<file path="config.mk">
export PLATFORM = sky130hd
export DESIGN_NAME = timebase_ctrl
export DESIGN_NICKNAME = d
export VERILOG_FILES = /design/src/rtl/timebase_pkg.sv /design/src/rtl/timebase_debounce.sv /design/src/rtl/timebase_ctrl.sv
export SDC_FILE = /design/constraint.sdc
export NUM_CORES = 1
export LEC_CHECK = 0
export CAP_MARGIN = 20
export CORE_ASPECT_RATIO = 0.5
export CORE_MARGIN = 5
export CORE_UTILIZATION = 54
export DETAILED_ROUTE_END_ITERATION = 7
export GPL_ROUTABILITY_DRIVEN = 0
export GPL_TIMING_DRIVEN = 0
export PLACE_DENSITY_LB_ADDON = 0.08
export SKIP_CTS_REPAIR_TIMING = 1
export SLEW_MARGIN = 25
export SYNTH_ARGS = -nofsm -noshare
export SYNTH_HDL_FRONTEND = slang
export SYNTH_SLANG_ARGS = --single-unit
export TNS_END_PERCENT = 100
</file>
<file path="constraint.sdc">
create_clock -name clk -period 2.5 [get_ports clk]
set_clock_uncertainty 0.15 [all_clocks]
set_input_delay 0.25 -clock clk [delete_from_list [all_inputs] [get_ports clk]]
set_output_delay 0.25 -clock clk [all_outputs]
set_load 0.03 [all_outputs]
</file>
<file path="src/rtl/timebase_pkg.sv">
// Shared types and default constants for the timebase controller.
package timebase_pkg;

    typedef enum logic [1:0] {
        IDLE   = 2'd0,
        DELAY  = 2'd1,
        REPEAT = 2'd2
    } rep_state_t;

    localparam int DIV_DEFAULT        = 50_000_000;
    localparam int DEB_CYCLES_DEFAULT = 500_000;
    localparam int REP_DELAY_DEFAULT  = 25_000_000;
    localparam int REP_PERIOD_DEFAULT = 5_000_000;

    function automatic int max_int(input int a, input int b);
        return (a > b) ? a : b;
    endfunction

endpackage

</file>
<file path="src/rtl/timebase_debounce.sv">
// Button conditioning: 2-flop synchroniser, stability-count debouncer and
// a one-cycle pulse on each accepted rising level.
module debounce
    import timebase_pkg::*;
#(
    parameter int DEB_CYCLES = DEB_CYCLES_DEFAULT
) (
    input  logic clk,
    input  logic rst,
    input  logic btn,
    output logic level,
    output logic press
);

    localparam int CNT_W = $clog2(DEB_CYCLES + 1);
    localparam logic [CNT_W-1:0] CNT_LAST = CNT_W'(DEB_CYCLES);

    logic sync1;
    logic sync2;
    logic level_d;
    logic [CNT_W-1:0] stable_cnt;

    // A sample equal to the accepted level restarts the count, so any bounce
    // back during the window discards the candidate level.
    always_ff @(posedge clk or posedge rst) begin
        if (rst) begin
            sync1      <= 1'b0;
            sync2      <= 1'b0;
            level      <= 1'b0;
            level_d    <= 1'b0;
            stable_cnt <= '0;
        end else begin
            sync1   <= btn;
            sync2   <= sync1;
            level_d <= level;
            if (sync2 == level) begin
                stable_cnt <= '0;
            end else if (stable_cnt == CNT_LAST) begin
                level      <= sync2;
                stable_cnt <= '0;
            end else begin
                stable_cnt <= stable_cnt + CNT_W'(1);
            end
        end
    end

    assign press = level & ~level_d;

endmodule

</file>
<file path="src/rtl/timebase_ctrl.sv">
// Run/stop timebase: CEN every DIV cycles while running, INC pulses while stopped.
// Define TIMEBASE_AUTO_REPEAT_EN to compile in hold-to-repeat for the INC button.
module timebase_ctrl
    import timebase_pkg::*;
#(
    parameter int DIV        = DIV_DEFAULT,
    parameter int DEB_CYCLES = DEB_CYCLES_DEFAULT,
    parameter int REP_DELAY  = REP_DELAY_DEFAULT,
    parameter int REP_PERIOD = REP_PERIOD_DEFAULT
) (
    input  logic clk,
    input  logic rst,
    input  logic btn_run,
    input  logic btn_inc,
    output logic CEN,
    output logic INC,
    output logic run
);

    localparam int PRE_W = $clog2(DIV);
    localparam logic [PRE_W-1:0] PRE_LAST = PRE_W'(DIV - 1);

    if (DIV < 2 || DEB_CYCLES < 1 || REP_DELAY < 1 || REP_PERIOD < 1) begin : g_param_check
        $error("timebase_ctrl: DIV must be >= 2 and all other counts >= 1");
    end

    logic run_level;
    logic run_press;
    logic inc_level;
    logic inc_press;
    logic inc_q;
    logic [PRE_W-1:0] pre_cnt;

    debounce #(.DEB_CYCLES(DEB_CYCLES)) u_deb_run (
        .clk   (clk),
        .rst   (rst),
        .btn   (btn_run),
        .level (run_level),
        .press (run_press)
    );

    debounce #(.DEB_CYCLES(DEB_CYCLES)) u_deb_inc (
        .clk   (clk),
        .rst   (rst),
        .btn   (btn_inc),
        .level (inc_level),
        .press (inc_press)
    );

    always_ff @(posedge clk or posedge rst) begin
        if (rst) begin
            run <= 1'b0;
        end else if (run_press && run_level) begin
            run <= ~run;
        end
    end

    // Held at zero while stopped so the first CEN lands a full period after start.
    always_ff @(posedge clk or posedge rst) begin
        if (rst) begin
            pre_cnt <= '0;
        end else if (!run || pre_cnt == PRE_LAST) begin
            pre_cnt <= '0;
        end else begin
            pre_cnt <= pre_cnt + PRE_W'(1);
        end
    end

    assign CEN = run && (pre_cnt == PRE_LAST);

`ifdef TIMEBASE_AUTO_REPEAT_EN
    localparam int REP_W = $clog2(max_int(REP_DELAY, REP_PERIOD) + 1);
    localparam logic [REP_W-1:0] DELAY_LAST  = REP_W'(REP_DELAY - 1);
    localparam logic [REP_W-1:0] PERIOD_LAST = REP_W'(REP_PERIOD - 1);

    rep_state_t rep_state;
    logic [REP_W-1:0] rep_cnt;

    always_ff @(posedge clk or posedge rst) begin
        if (rst) begin
            rep_state <= IDLE;
            rep_cnt   <= '0;
            inc_q     <= 1'b0;
        end else begin
            inc_q <= 1'b0;
            case (rep_state)
                IDLE: begin
                    rep_cnt <= '0;
                    if (inc_press && !run) begin
                        rep_state <= DELAY;
                        inc_q     <= 1'b1;
                    end
                end
                DELAY: begin
                    if (!inc_level || run) begin
                        rep_state <= IDLE;
                        rep_cnt   <= '0;
                    end else if (rep_cnt == DELAY_LAST) begin
                        rep_state <= REPEAT;
                        rep_cnt   <= '0;
                        inc_q     <= 1'b1;
                    end else begin
                        rep_cnt <= rep_cnt + REP_W'(1);
                    end
                end
                REPEAT: begin
                    if (!inc_level || run) begin
                        rep_state <= IDLE;
                        rep_cnt   <= '0;
                    end else if (rep_cnt == PERIOD_LAST) begin
                        rep_cnt <= '0;
                        inc_q   <= 1'b1;
                    end else begin
                        rep_cnt <= rep_cnt + REP_W'(1);
                    end
                end
                default: begin
                    rep_state <= IDLE;
                    rep_cnt   <= '0;
                end
            endcase
        end
    end
`else
    always_ff @(posedge clk or posedge rst) begin
        if (rst) begin
            inc_q <= 1'b0;
        end else begin
            inc_q <= inc_press && inc_level && !run;
        end
    end
`endif

    // Gating on the live run state keeps INC and CEN mutually exclusive.
    assign INC = inc_q && !run;

endmodule

</file>
---- Yosys cells after proc, flatten, opt, wreduce, memory -nomap -nowiden ----
Index checks and enable logic that the tools add are counted.
storage, ports and cells
  ROM bits ................................ 0
  bits in writable memories ............... 0
  latch bits .............................. 0
  register bits ........................... 74
  word-level logic and storage cells ...... 42
  output and inout bits ................... 3
  memories ................................ 0
operators by class
  bitwise logic cells ..................... 7
  div/mod/pow operators ................... 0
  order comparisons ....................... 0
  eq/ne operators ......................... 5
  mux-type cells .......................... 5
  add/sub/neg operators ................... 3
  reduce and logical (&&, ||, !) cells .... 9
  multiply operators ...................... 0
  shift operators ......................... 0
operators with widths
  cell                                                             number
  19-bit two-way mux                                               4
  19-bit by 1-bit adder with 19-bit output, second input constant  2
  19-bit equality test, second input constant                      2
  26-bit by 1-bit adder with 26-bit output, second input constant  1
  26-bit equality test, second input constant                      1
  26-bit two-way mux                                               1
  1-bit logical AND                                                5
  1-bit inverter                                                   5
  2-bit AND reduction                                              2
  1-bit AND                                                        2
  1-bit equality test                                              2
  1-bit logical NOT                                                1
  1-bit logical OR                                                 1

---- Longest topological paths before layout ----
  word-level depth ........................ 4
  gate-level depth with buffers ........... 7
  depth with buffers taken out ............ 6

---- By module ----
From an unflattened synthesis, not the netlist that was laid out.
unflattened totals
  cell total of the unflattened synthesis .. 378
  area, all modules ....................... 3712.3 µm²
modules (own cells, without submodules)
  module         cells each  instances  sequential area each (µm²)  area an instance (µm²)
  debounce       109         2          575.6                       1104.8
  timebase_ctrl  160         1          700.7                       1502.7

---- Worst setup path after synthesis ----
OpenSTA, ideal clock, no wires.
  kind .................................... flip-flop to flip-flop
  start point ............................. register u_deb_run.stable_cnt[6]
  end point ............................... register u_deb_run.stable_cnt[12]
  arrival time ............................ 1.862 ns
  setup slack ............................. 0.369 ns
  cell stages (with the launch flop) ...... 6
  setup time .............................. 0.119 ns
  data required time ...................... 2.231 ns
  cells stage by stage .................... dfrtp_1 > or4b_1 > or4_4 > o21ai_4 > buf_6 > nor2_1
between the ends
  cells in the longest elaborated chain, start to end .. 3
  elaborated cells between the ends (all ways) .. 4
  classes of those cells .................. add/sub: 1; eq/ne: 1; mux: 2
ends and longest elaborated chain
  element                                                                           line                                              source
  start: declaration                                                                timebase_debounce.sv:21                           logic [CNT_W-1:0] stable_cnt;
  start signal: assignment                                                          timebase_debounce.sv:42                           stable_cnt <= stable_cnt + CNT_W'(1);
  19-bit by 1-bit adder with 19-bit output or 19-bit equality test (tied branches)  timebase_debounce.sv:42, timebase_debounce.sv:38
  19-bit two-way mux (*)                                                            timebase_debounce.sv:38                           end else if (stable_cnt == CNT_LAST) begin
  19-bit two-way mux (*)                                                            timebase_debounce.sv:36                           if (sync2 == level) begin
Mark *: on every way between the ends. The rest lies on a longest branch, timed or not.
A chain may end at the register's enable or synchronous reset.

---- Worst setup path after layout ----
  start point ............................. register pre_cnt[0]
  end point ............................... output port CEN
between the ends
  cells in the longest elaborated chain, start to end .. 2
ends and longest elaborated chain
  element                   line                 source
  start: declaration        timebase_ctrl.sv:32  logic [PRE_W-1:0] pre_cnt;
  start signal: assignment  timebase_ctrl.sv:65  pre_cnt <= pre_cnt + PRE_W'(1);
  26-bit equality test      timebase_ctrl.sv:69  assign CEN = run && (pre_cnt == PRE_LAST);
  1-bit logical AND         timebase_ctrl.sv:69
  end: declaration          timebase_ctrl.sv:15  output logic CEN,
Every way passes these cells.

==> results.yml <==
die:
  start_util: 0.558
  core_um2: 6700
  die_area_um2: 8790
  ios: 7
  die_x_um: 128
  die_h_um: 68.8
  rows: 21
cells_and_area:
  stdcell_area_um2: 4250
  fin_util: 0.634
  fin_nets: 409
  drive_above_1_share: 0.0889
  final_cell_mix: "dfrtp_1 (74), nor2_1 (40), nand2_1 (24)"
  n_antenna_cell: 0
  layout_commonest_cell: "dfrtp_1"
  area_growth_pct: 13.6
clocking:
  cts_max_path_buffers: 2
  htree_levels: 3
  cts_sinks: 74
  cts_tree: "built"
  path_clk_slew_ns: 0.05
  clock_latency_ns: 0.33
  cts_buffers: 9
  cts-root-buf: "clkbuf_16"
logic_synthesis:
  syn-num-nets: 391
  synth_edf_count: 0
  ys_seq_elements: 74
  synth-async-reset-ratio: 1.00
  synth_area_per_cell_um2: 9.79
  ys_warn_count: 0
  ys_types: 44
  synth_ff_type: "dfrtp_1"
  synthCells: 382
  ys_seq_area_frac: 0.495
  syn-cell-area_um2: 3740
sta:
  slew_headroom: 0.678
  setup_viol: 0
  period_share: 0.949
  rsz0062_at_grt: "yes"
  hold_violations: 0
  slew_violations: 0
  tightest_slew_ns: 0.479
  whs_ns: 0.132
  fin_crit_ns: 2.37
  clock.fmax_mhz: 421
  tns_ns: 0
route:
  drc: 0
  wl_per_cell_um: 14.7
  vias: 2859
  drt_wl_total_um: 7310
  drt_pre_antenna_iters: 4
  dr.first_iter.drc_count: 188
  viasPerCell: 5.75
  drtAntennaViolNets: 0
setup_path:
  endpoint_kind: "primary output"
  worstSetupPathType: "reg -> out"
  crit_required_ns: 2.10
  arrival_ns: 1.97
  startpoint_type: "flip-flop"
  crit_fanout: 4
power:
  p_leak_nw: 1.63
  finalPower_mw: 2.58
  irDropWorstVdd_mv: 0.430
  powerDensity_nw_per_um2: 607
placed_design:
  hpwlAfterDp_um: 4980
  placed_cell_area_um2: 3940
  port_buffers: 6
global_route:
  grt_pass1_wl_um: 12900
  grt_overflow: 0
  grt_max_degree: 42
  grt_pass1_vias: 2934
  antenna_found_initial: 0
  grt_util_all_layers: 0.187
worst_hold_path:
  worstHoldPathType: "in -> async"
outcome:
  status: "finished clean"
job:
  maxCapViolCount: 0
## logic make-up after synthesis
group	count (synthesis)	share of synthesized area
AO/OA/AOI/OAI	52	0.0867
XOR/XNOR	36	0.0843
adder cells (fa/ha/maj)	5	0.0167
buffers and inverters	27	0.0301
flip-flops	74	0.495
multiplexers	2	0.00602
AND/OR/NAND/NOR	186	0.281
## final timing paths
check	slack [ns]	to	start	cells past startpoint
max in group asynchronous	1.52	pre_cnt[3]	rst	3
worst max register to register	0.16	pre_cnt[2]	pre_cnt[0]	6
worst min-delay path	0.13	u_deb_run.stable_cnt[1]	rst	2
min in group clk	0.20	u_deb_inc.sync2	u_deb_inc.sync1	0
worst max-delay path	0.13	CEN	pre_cnt[0]	6
worst min register to register	0.20	u_deb_inc.sync2	u_deb_inc.sync1	0
## state kept, by name, indices dropped and copies added (netlist names)
register,flops
u_deb_inc.level_d,1
run,1
u_deb_inc.level,1
u_deb_run.stable_cnt,19
pre_cnt,26
u_deb_run.sync2,1
u_deb_inc.stable_cnt,19
inc_q,1
u_deb_run.level_d,1
u_deb_inc.sync1,1
u_deb_inc.sync2,1
u_deb_run.level,1
u_deb_run.sync1,1
## critical path: stages, from the launching register on
cell and delay, ns:
dfrtp_1 0.39, ha_1 0.23, and4_2 0.30, nand3_1 0.16
nor2_1 0.19, and2_1 0.17, clkbuf_2 0.21
## cells in the mapped netlist, drive strengths merged (14+ instances only)
library cell | n | share of area
dfrtp | 74 | 0.50
nor2 | 40 | 0.040
nand2 | 24 | 0.024
nand3 | 24 | 0.035
a21oi | 23 | 0.031
xor2 | 19 | 0.045
nand4 | 17 | 0.028
xnor2 | 17 | 0.040
inv | 14 | 0.014
or3 | 14 | 0.024
or4 | 14 | 0.029
## power breakdown
group,internal [mW],switching [mW],total [mW],leakage (nW)
Clock,0.826,0.458,1.28,0.147
Sequential,1.21,0.0115,1.22,1.02
Combinational,0.0241,0.0473,0.0713,0.466
## area by class of cell
class,count,area [µm²]
Sequential cell,74,1850
Fill cell,555,2450
Clock inverter,2,35.0
Buffer,13,62.6
Multi-Input combinational cell,281,1790
Inverter,14,55.1
Timing Repair Buffer,7,75.1
Clock buffer,14,264
Tap cell,92,115
## through the flow
step,cells,setup slack (ns)
6_report,497,0.127
5_1_grt,497,-0.0226
4_1_cts,497,-0.355
3_5_place_dp,481,0.0435
3_3_place_gp,480,-0.882
2_1_floorplan,382,0.218
## per-layer routing
layer	up-vias	wire length, µm	GRT usage
met5	-	0	0
met4	0	189	0.0860
li1	1419	-	-
met3	21	281	0.0585
met1	1370	3230	0.213
met2	49	3620	0.334
(Power assumes the default switching activity.)
